<file path="src/rtl/term_write_sched.sv">
// Single write-port scheduler for the VGA text terminal: merges buffered keyboard
// echo with locked command-response bursts, closing each burst with ENTER_CODE.
module term_write_sched #(
  parameter int          ECHO_DEPTH = 8,
  parameter logic [7:0]  ENTER_CODE = 8'h0D
) (
  input  logic                          clk,
  input  logic                          rst,
  input  logic                          echo_valid,
  input  logic [7:0]                    echo_data,
  output logic                          echo_ready,
  output logic                          echo_drop,
  input  logic                          rsp_valid,
  input  logic [7:0]                    rsp_data,
  input  logic                          rsp_last,
  output logic                          rsp_ready,
  input  logic                          disp_busy,
  output logic                          disp_en,
  output logic [7:0]                    disp_ascii,
  output logic                          rsp_active,
  output logic [$clog2(ECHO_DEPTH):0]   echo_count
);

  localparam int AW = $clog2(ECHO_DEPTH);
  localparam logic [AW:0]   FULL_COUNT = (AW+1)'(ECHO_DEPTH);
  localparam logic [AW:0]   COUNT_ONE  = (AW+1)'(1);
  localparam logic [AW-1:0] PTR_ONE    = AW'(1);

  typedef enum logic [1:0] {
    S_IDLE,
    S_ECHO,
    S_RSP,
    S_RSP_ENTER
  } state_t;

  state_t          state_reg, state_next;
  logic [7:0]      fifo_mem [ECHO_DEPTH];
  logic [AW-1:0]   wr_ptr_reg, rd_ptr_reg;
  logic [AW:0]     count_reg;
  logic            disp_en_reg;
  logic [7:0]      disp_ascii_reg;
  logic            rsp_active_reg, rsp_active_next;

  logic            slot_free;
  logic            fifo_full, fifo_empty;
  logic            push, pop;
  logic            issue;
  logic [7:0]      issue_code;
  logic            rsp_take;

  // A write may only be launched when the display is free and no strobe is in flight,
  // which guarantees an idle cycle between consecutive strobes.
  assign slot_free  = !disp_busy && !disp_en_reg;
  assign fifo_full  = (count_reg == FULL_COUNT);
  assign fifo_empty = (count_reg == '0);

  assign echo_ready = !fifo_full && !rst;
  assign echo_drop  = echo_valid && fifo_full && !rst;
  assign push       = echo_valid && echo_ready;
  assign rsp_ready  = rsp_take && !rst;

  always_comb begin
    state_next      = state_reg;
    rsp_active_next = rsp_active_reg;
    issue           = 1'b0;
    issue_code      = fifo_mem[rd_ptr_reg];
    pop             = 1'b0;
    rsp_take        = 1'b0;
    case (state_reg)
      S_IDLE: begin
        if (rsp_valid) begin
          state_next      = S_RSP;
          rsp_active_next = 1'b1;
        end else if (!fifo_empty && slot_free) begin
          issue      = 1'b1;
          pop        = 1'b1;
          state_next = S_ECHO;
        end
      end
      S_ECHO: begin
        // One echo character per arbitration keeps response wait bounded.
        state_next = S_IDLE;
      end
      S_RSP: begin
        if (rsp_valid && slot_free) begin
          rsp_take   = 1'b1;
          issue      = 1'b1;
          issue_code = rsp_data;
          if (rsp_last) begin
            state_next = S_RSP_ENTER;
          end
        end
      end
      S_RSP_ENTER: begin
        if (slot_free) begin
          issue           = 1'b1;
          issue_code      = ENTER_CODE;
          rsp_active_next = 1'b0;
          state_next      = S_IDLE;
        end
      end
      default: begin
        state_next = S_IDLE;
      end
    endcase
  end

  always_ff @(posedge clk) begin
    if (push) begin
      fifo_mem[wr_ptr_reg] <= echo_data;
    end
  end

  always_ff @(posedge clk) begin
    if (rst) begin
      state_reg      <= S_IDLE;
      wr_ptr_reg     <= '0;
      rd_ptr_reg     <= '0;
      count_reg      <= '0;
      disp_en_reg    <= 1'b0;
      disp_ascii_reg <= 8'h00;
      rsp_active_reg <= 1'b0;
    end else begin
      state_reg      <= state_next;
      rsp_active_reg <= rsp_active_next;
      disp_en_reg    <= issue;
      if (issue) begin
        disp_ascii_reg <= issue_code;
      end
      if (push) begin
        wr_ptr_reg <= wr_ptr_reg + PTR_ONE;
      end
      if (pop) begin
        rd_ptr_reg <= rd_ptr_reg + PTR_ONE;
      end
      case ({push, pop})
        2'b10:   count_reg <= count_reg + COUNT_ONE;
        2'b01:   count_reg <= count_reg - COUNT_ONE;
        default: count_reg <= count_reg;
      endcase
    end
  end

  assign disp_en    = disp_en_reg;
  assign disp_ascii = disp_ascii_reg;
  assign rsp_active = rsp_active_reg;
  assign echo_count = count_reg;

endmodule

</file>
<file path="config.mk">
export PLATFORM = sky130hd
export DESIGN_NAME = term_write_sched
export DESIGN_NICKNAME = d
export VERILOG_FILES = /design/src/rtl/term_write_sched.sv
export SDC_FILE = /design/constraint.sdc
export NUM_CORES = 1
export LEC_CHECK = 0
export CAP_MARGIN = 20
export CORE_ASPECT_RATIO = 2
export CORE_MARGIN = 2
export CORE_UTILIZATION = 60
export DETAILED_ROUTE_END_ITERATION = 7
export HOLD_SLACK_MARGIN = 0.03
export PLACE_DENSITY = 0.85
export SLEW_MARGIN = 10
export SYNTH_ARGS = -nofsm -noshare
export SYNTH_HDL_FRONTEND = slang
export SYNTH_SLANG_ARGS = --single-unit
</file>
<file path="constraint.sdc">
create_clock -name clk -period 4.4 [get_ports clk]
set_clock_uncertainty 0.05 [all_clocks]
set_input_delay 0.66 -clock clk [delete_from_list [all_inputs] [get_ports clk]]
set_output_delay 0.66 -clock clk [all_outputs]
set_load 0.005 [all_outputs]
</file>
==> run_summary.xml <==
<?xml version="1.0" encoding="UTF-8"?>
<metrics>
  <group name="run_status">
    <metric name="status" unit="">finished clean</metric>
  </group>
  <group name="layout">
    <metric name="largest_register_ffs" unit="">64</metric>
    <metric name="layout.cells.most_common_list" unit="">sky130_fd_sc_hd__edfxtp_1, sky130_fd_sc_hd__clkdlybuf4s50_1, sky130_fd_sc_hd__dfxtp_1, sky130_fd_sc_hd__nor2_1</metric>
    <metric name="antenna_cells_inserted" unit="">0</metric>
    <metric name="final_common_cell" unit="">sky130_fd_sc_hd__edfxtp_1</metric>
    <metric name="area_growth_syn_to_layout" unit="%">19.1</metric>
    <metric name="ratio_of_cells_with_drive_above_1_in_the_final_layout" unit="">0.127</metric>
    <metric name="instances_no_fill" unit="">400</metric>
    <metric name="final_area" unit="mm²">0.00450</metric>
    <metric name="finalNetCount" unit="">338</metric>
  </group>
  <group name="routing">
    <metric name="post_drt_via_cell_ratio" unit="">5.87</metric>
    <metric name="number_of_vias_in_the_routed_layout" unit="">2346</metric>
    <metric name="wl_per_cell" unit="µm">18.3</metric>
    <metric name="met2_wirelength" unit="µm">4060</metric>
    <metric name="drt_first_iter_violations" unit="">193</metric>
    <metric name="antenna_left" unit="">0</metric>
    <metric name="detail_route.first_pass.iterations" unit="">6</metric>
    <metric name="drc_errors" unit="">0</metric>
    <metric name="maxUsedRoutingLayer" unit="">met4</metric>
    <metric name="wl" unit="µm">7310</metric>
    <metric name="routedLengthMet1" unit="µm">2790</metric>
    <metric name="met3_length" unit="µm">210</metric>
  </group>
  <group name="cts">
    <metric name="total_number_of_clock_tree_sinks" unit="">89</metric>
    <metric name="htreeDepth" unit="">3</metric>
    <metric name="cts_max_path_buffers" unit="">2</metric>
    <metric name="numCtsBuffers" unit="">9</metric>
    <metric name="number_of_buffers_inserted_to_repair_setup_after_cts" unit="">0</metric>
    <metric name="ctsResizeCount" unit="">0</metric>
    <metric name="cts_tree" unit="">done</metric>
    <metric name="clkSlewWorstSetupHoldPaths" unit="ns">0.06</metric>
    <metric name="clock_latency" unit="ns">0.34</metric>
    <metric name="cts_root_buf" unit="">sky130_fd_sc_hd__clkbuf_16</metric>
    <metric name="cts_hold_repair.buffers" unit="">0</metric>
  </group>
  <group name="setup_path">
    <metric name="crit_buf_inv" unit="">2</metric>
    <metric name="crit_path_start_kind" unit="">primary input</metric>
    <metric name="path_cells" unit="">clkdlybuf4s50_1 -&gt; or2_2 -&gt; nor4_1 -&gt; clkdlybuf4s50_1</metric>
    <metric name="endpoint_kind" unit="">primary output</metric>
    <metric name="worst_setup_path_startpoint" unit="">disp_busy</metric>
    <metric name="startpoint_to_endpoint_class_of_the_critical_path" unit="">primary input to primary output</metric>
    <metric name="arrival" unit="ns">2.35</metric>
    <metric name="slowest_stage" unit="">sky130_fd_sc_hd__clkdlybuf4s50_1</metric>
    <metric name="critical_path.most_common_cell" unit="">sky130_fd_sc_hd__clkdlybuf4s50_1</metric>
    <metric name="worst_path_largest_cell_delay" unit="ns">0.54</metric>
    <metric name="path_max_fanout" unit="">13</metric>
    <metric name="path_delay_family" unit="">buffers and inverters</metric>
    <metric name="cp.required" unit="ns">3.69</metric>
    <metric name="worst_r2r_startpoint" unit="">echo_count[0]$_SDFFE_PP0P_</metric>
  </group>
  <group name="synthesis">
    <metric name="synth_seq_cells" unit="">89</metric>
    <metric name="yosys_warnings" unit="">0</metric>
    <metric name="syn_avg_cell_area" unit="µm²">13.9</metric>
    <metric name="synth_cell_area" unit="mm²">0.00378</metric>
    <metric name="synthesis.instances" unit="">272</metric>
    <metric name="synth.net_count" unit="">299</metric>
    <metric name="synth-seq-area-share" unit="">0.641</metric>
    <metric name="synth.distinct_cells" unit="">41</metric>
  </group>
  <group name="placed_design">
    <metric name="dpl.cell_count" unit="">384</metric>
    <metric name="placement.cell_area" unit="mm²">0.00421</metric>
    <metric name="dpl.hpwl" unit="µm">4900</metric>
    <metric name="routabilityCongestion" unit="">0.874</metric>
    <metric name="io_buffers" unit="">38</metric>
    <metric name="place_ws" unit="ns">1.30</metric>
  </group>
  <group name="power_and_ir_drop">
    <metric name="total_leakage_power" unit="nW">1.48</metric>
    <metric name="power_per_cell_area" unit="mW/mm²">406</metric>
    <metric name="peakVddDrop" unit="mV">0.365</metric>
  </group>
  <group name="timing">
    <metric name="final.setup.tns" unit="ns">0</metric>
    <metric name="post-route-period-util" unit="">0.695</metric>
    <metric name="timing_max_transition_violations_final" unit="">0</metric>
    <metric name="slew-limit-headroom" unit="">0.380</metric>
    <metric name="rsz0062_at_grt" unit="">no</metric>
    <metric name="layout_setup_ws" unit="ns">1.34</metric>
    <metric name="final_number_of_setup_violating_endpoints" unit="">0</metric>
    <metric name="post-route-min-period" unit="ns">3.06</metric>
    <metric name="clock.fmax" unit="MHz">327</metric>
    <metric name="tightestPinTransition" unit="ns">0.927</metric>
    <metric name="final.hold.worst_slack" unit="ns">0.450</metric>
    <metric name="endpoints_failing_hold" unit="">0</metric>
  </group>
  <group name="die">
    <metric name="std_cell_rows" unit="">40</metric>
    <metric name="io-pin-count" unit="">39</metric>
    <metric name="chip_width" unit="µm">60.1</metric>
    <metric name="fp.dieArea" unit="mm²">0.00699</metric>
    <metric name="initial_core_util" unit="">0.624</metric>
    <metric name="die_h" unit="µm">116</metric>
    <metric name="core_area" unit="mm²">0.00606</metric>
  </group>
  <group name="run">
    <metric name="max_cap_viol_count" unit="">0</metric>
  </group>
  <group name="global_routing">
    <metric name="grt_overflow_total" unit="">0</metric>
    <metric name="grt_first_pass_wirelength" unit="µm">11600</metric>
    <metric name="grt_start_max_net_pins" unit="">27</metric>
    <metric name="first_global_vias" unit="">2327</metric>
    <metric name="antenna_found_initial" unit="">0</metric>
    <metric name="global_route.usage.total" unit="">0.237</metric>
  </group>
  <group name="hold_path">
    <metric name="min_from" unit="">wr_ptr_reg[0]$_SDFFE_PP0P_</metric>
    <metric name="hold_path.class" unit="">flip-flop to flip-flop</metric>
  </group>
</metrics>
-- through the flow --
| step | utilization | total power, mW |
|---|---|---|
| after floorplan | - | 1.05 |
| after global placement | 0.696 | 1.11 |
| after detailed placement | 0.696 | 1.11 |
| after CTS | 0.743 | 1.84 |
| after global routing | 0.743 | 1.89 |
| final | 0.743 | 1.83 |
-- routing by layer --
metal	track usage	up-vias
li1	-	1117
met2	0.407	59
met1	0.265	1150
met3	0.0410	20
met5	0	-
met4	0.145	0
-- layout make-up --
type	instances	area, µm²
inverters	3	11.3
multi-input cells	164	1250
clock buffers	10	229
clock inverters	6	58.8
flip-flops and latches	89	2420
repair buffers	44	425
fillers	378	1560
well taps	84	105
-- synth_stat cells (all sizes together) --
master / count / area share
a21o: 1 / 0.0020
a311oi: 3 / 0.0070
and2: 3 / 0.0056
dfxtp: 25 / 0.13
nor2: 24 / 0.024
nand2b: 4 / 0.0066
ha: 5 / 0.017
a21oi: 14 / 0.019
nand2: 10 / 0.0099
clkbuf: 10 / 0.010
xor2: 6 / 0.014
or4b: 1 / 0.0026
nor4: 1 / 0.0017
nand4b: 3 / 0.0070
edfxtp: 64 / 0.51
a22oi: 3 / 0.0060
mux4: 10 / 0.060
a2bb2oi: 1 / 0.0023
a21bo: 1 / 0.0026
buf: 6 / 0.015
or2: 1 / 0.0017
nor4bb: 1 / 0.0026
o211ai: 10 / 0.020
or4: 1 / 0.0030
inv: 3 / 0.0030
nor2b: 6 / 0.0099
a211oi: 5 / 0.017
or3: 2 / 0.0033
nor4b: 2 / 0.0046
nand3: 12 / 0.016
mux2i: 14 / 0.037
and3: 6 / 0.0099
nor3: 4 / 0.0066
o21ai: 9 / 0.012
nand4: 1 / 0.0017
-- worst reg2reg max path: cells and delay by family, from the launching register on --
family          cells  cell delay, ns
flops               1            0.39
xor+xnor            2            0.25
simple gates        3            1.08
buf+inv             1            0.10
compound gates      2            0.27
fa+ha+maj           2            0.44
-- power by group --
group	switching [mW]	internal [mW]
clock	0.295	0.435
combinational	0.0790	0.0820
sequential	0.0159	0.919
total	0.390	1.44
-- kinds of logic after synthesis --
logic type,synth area share
multiplexers,0.0967
adder cells (fa/ha/maj),0.0166
AND/OR/NAND/NOR,0.117
flip-flops,0.641
AO/OA/AOI/OAI,0.0868
XOR/XNOR,0.0139
buffers and inverters,0.0285
-- final timing paths --
path                           endpoint  slack, ns  cells after the start
max                           rsp_ready       1.34                      4
min          wr_ptr_reg[0]$_SDFFE_PP0P_       0.45                      2
max reg2reg  echo_count[2]$_SDFFE_PP0P_       1.75                     10
min reg2reg  wr_ptr_reg[0]$_SDFFE_PP0P_       0.45                      2
No activity file was read; power rests on OpenSTA's default activity.
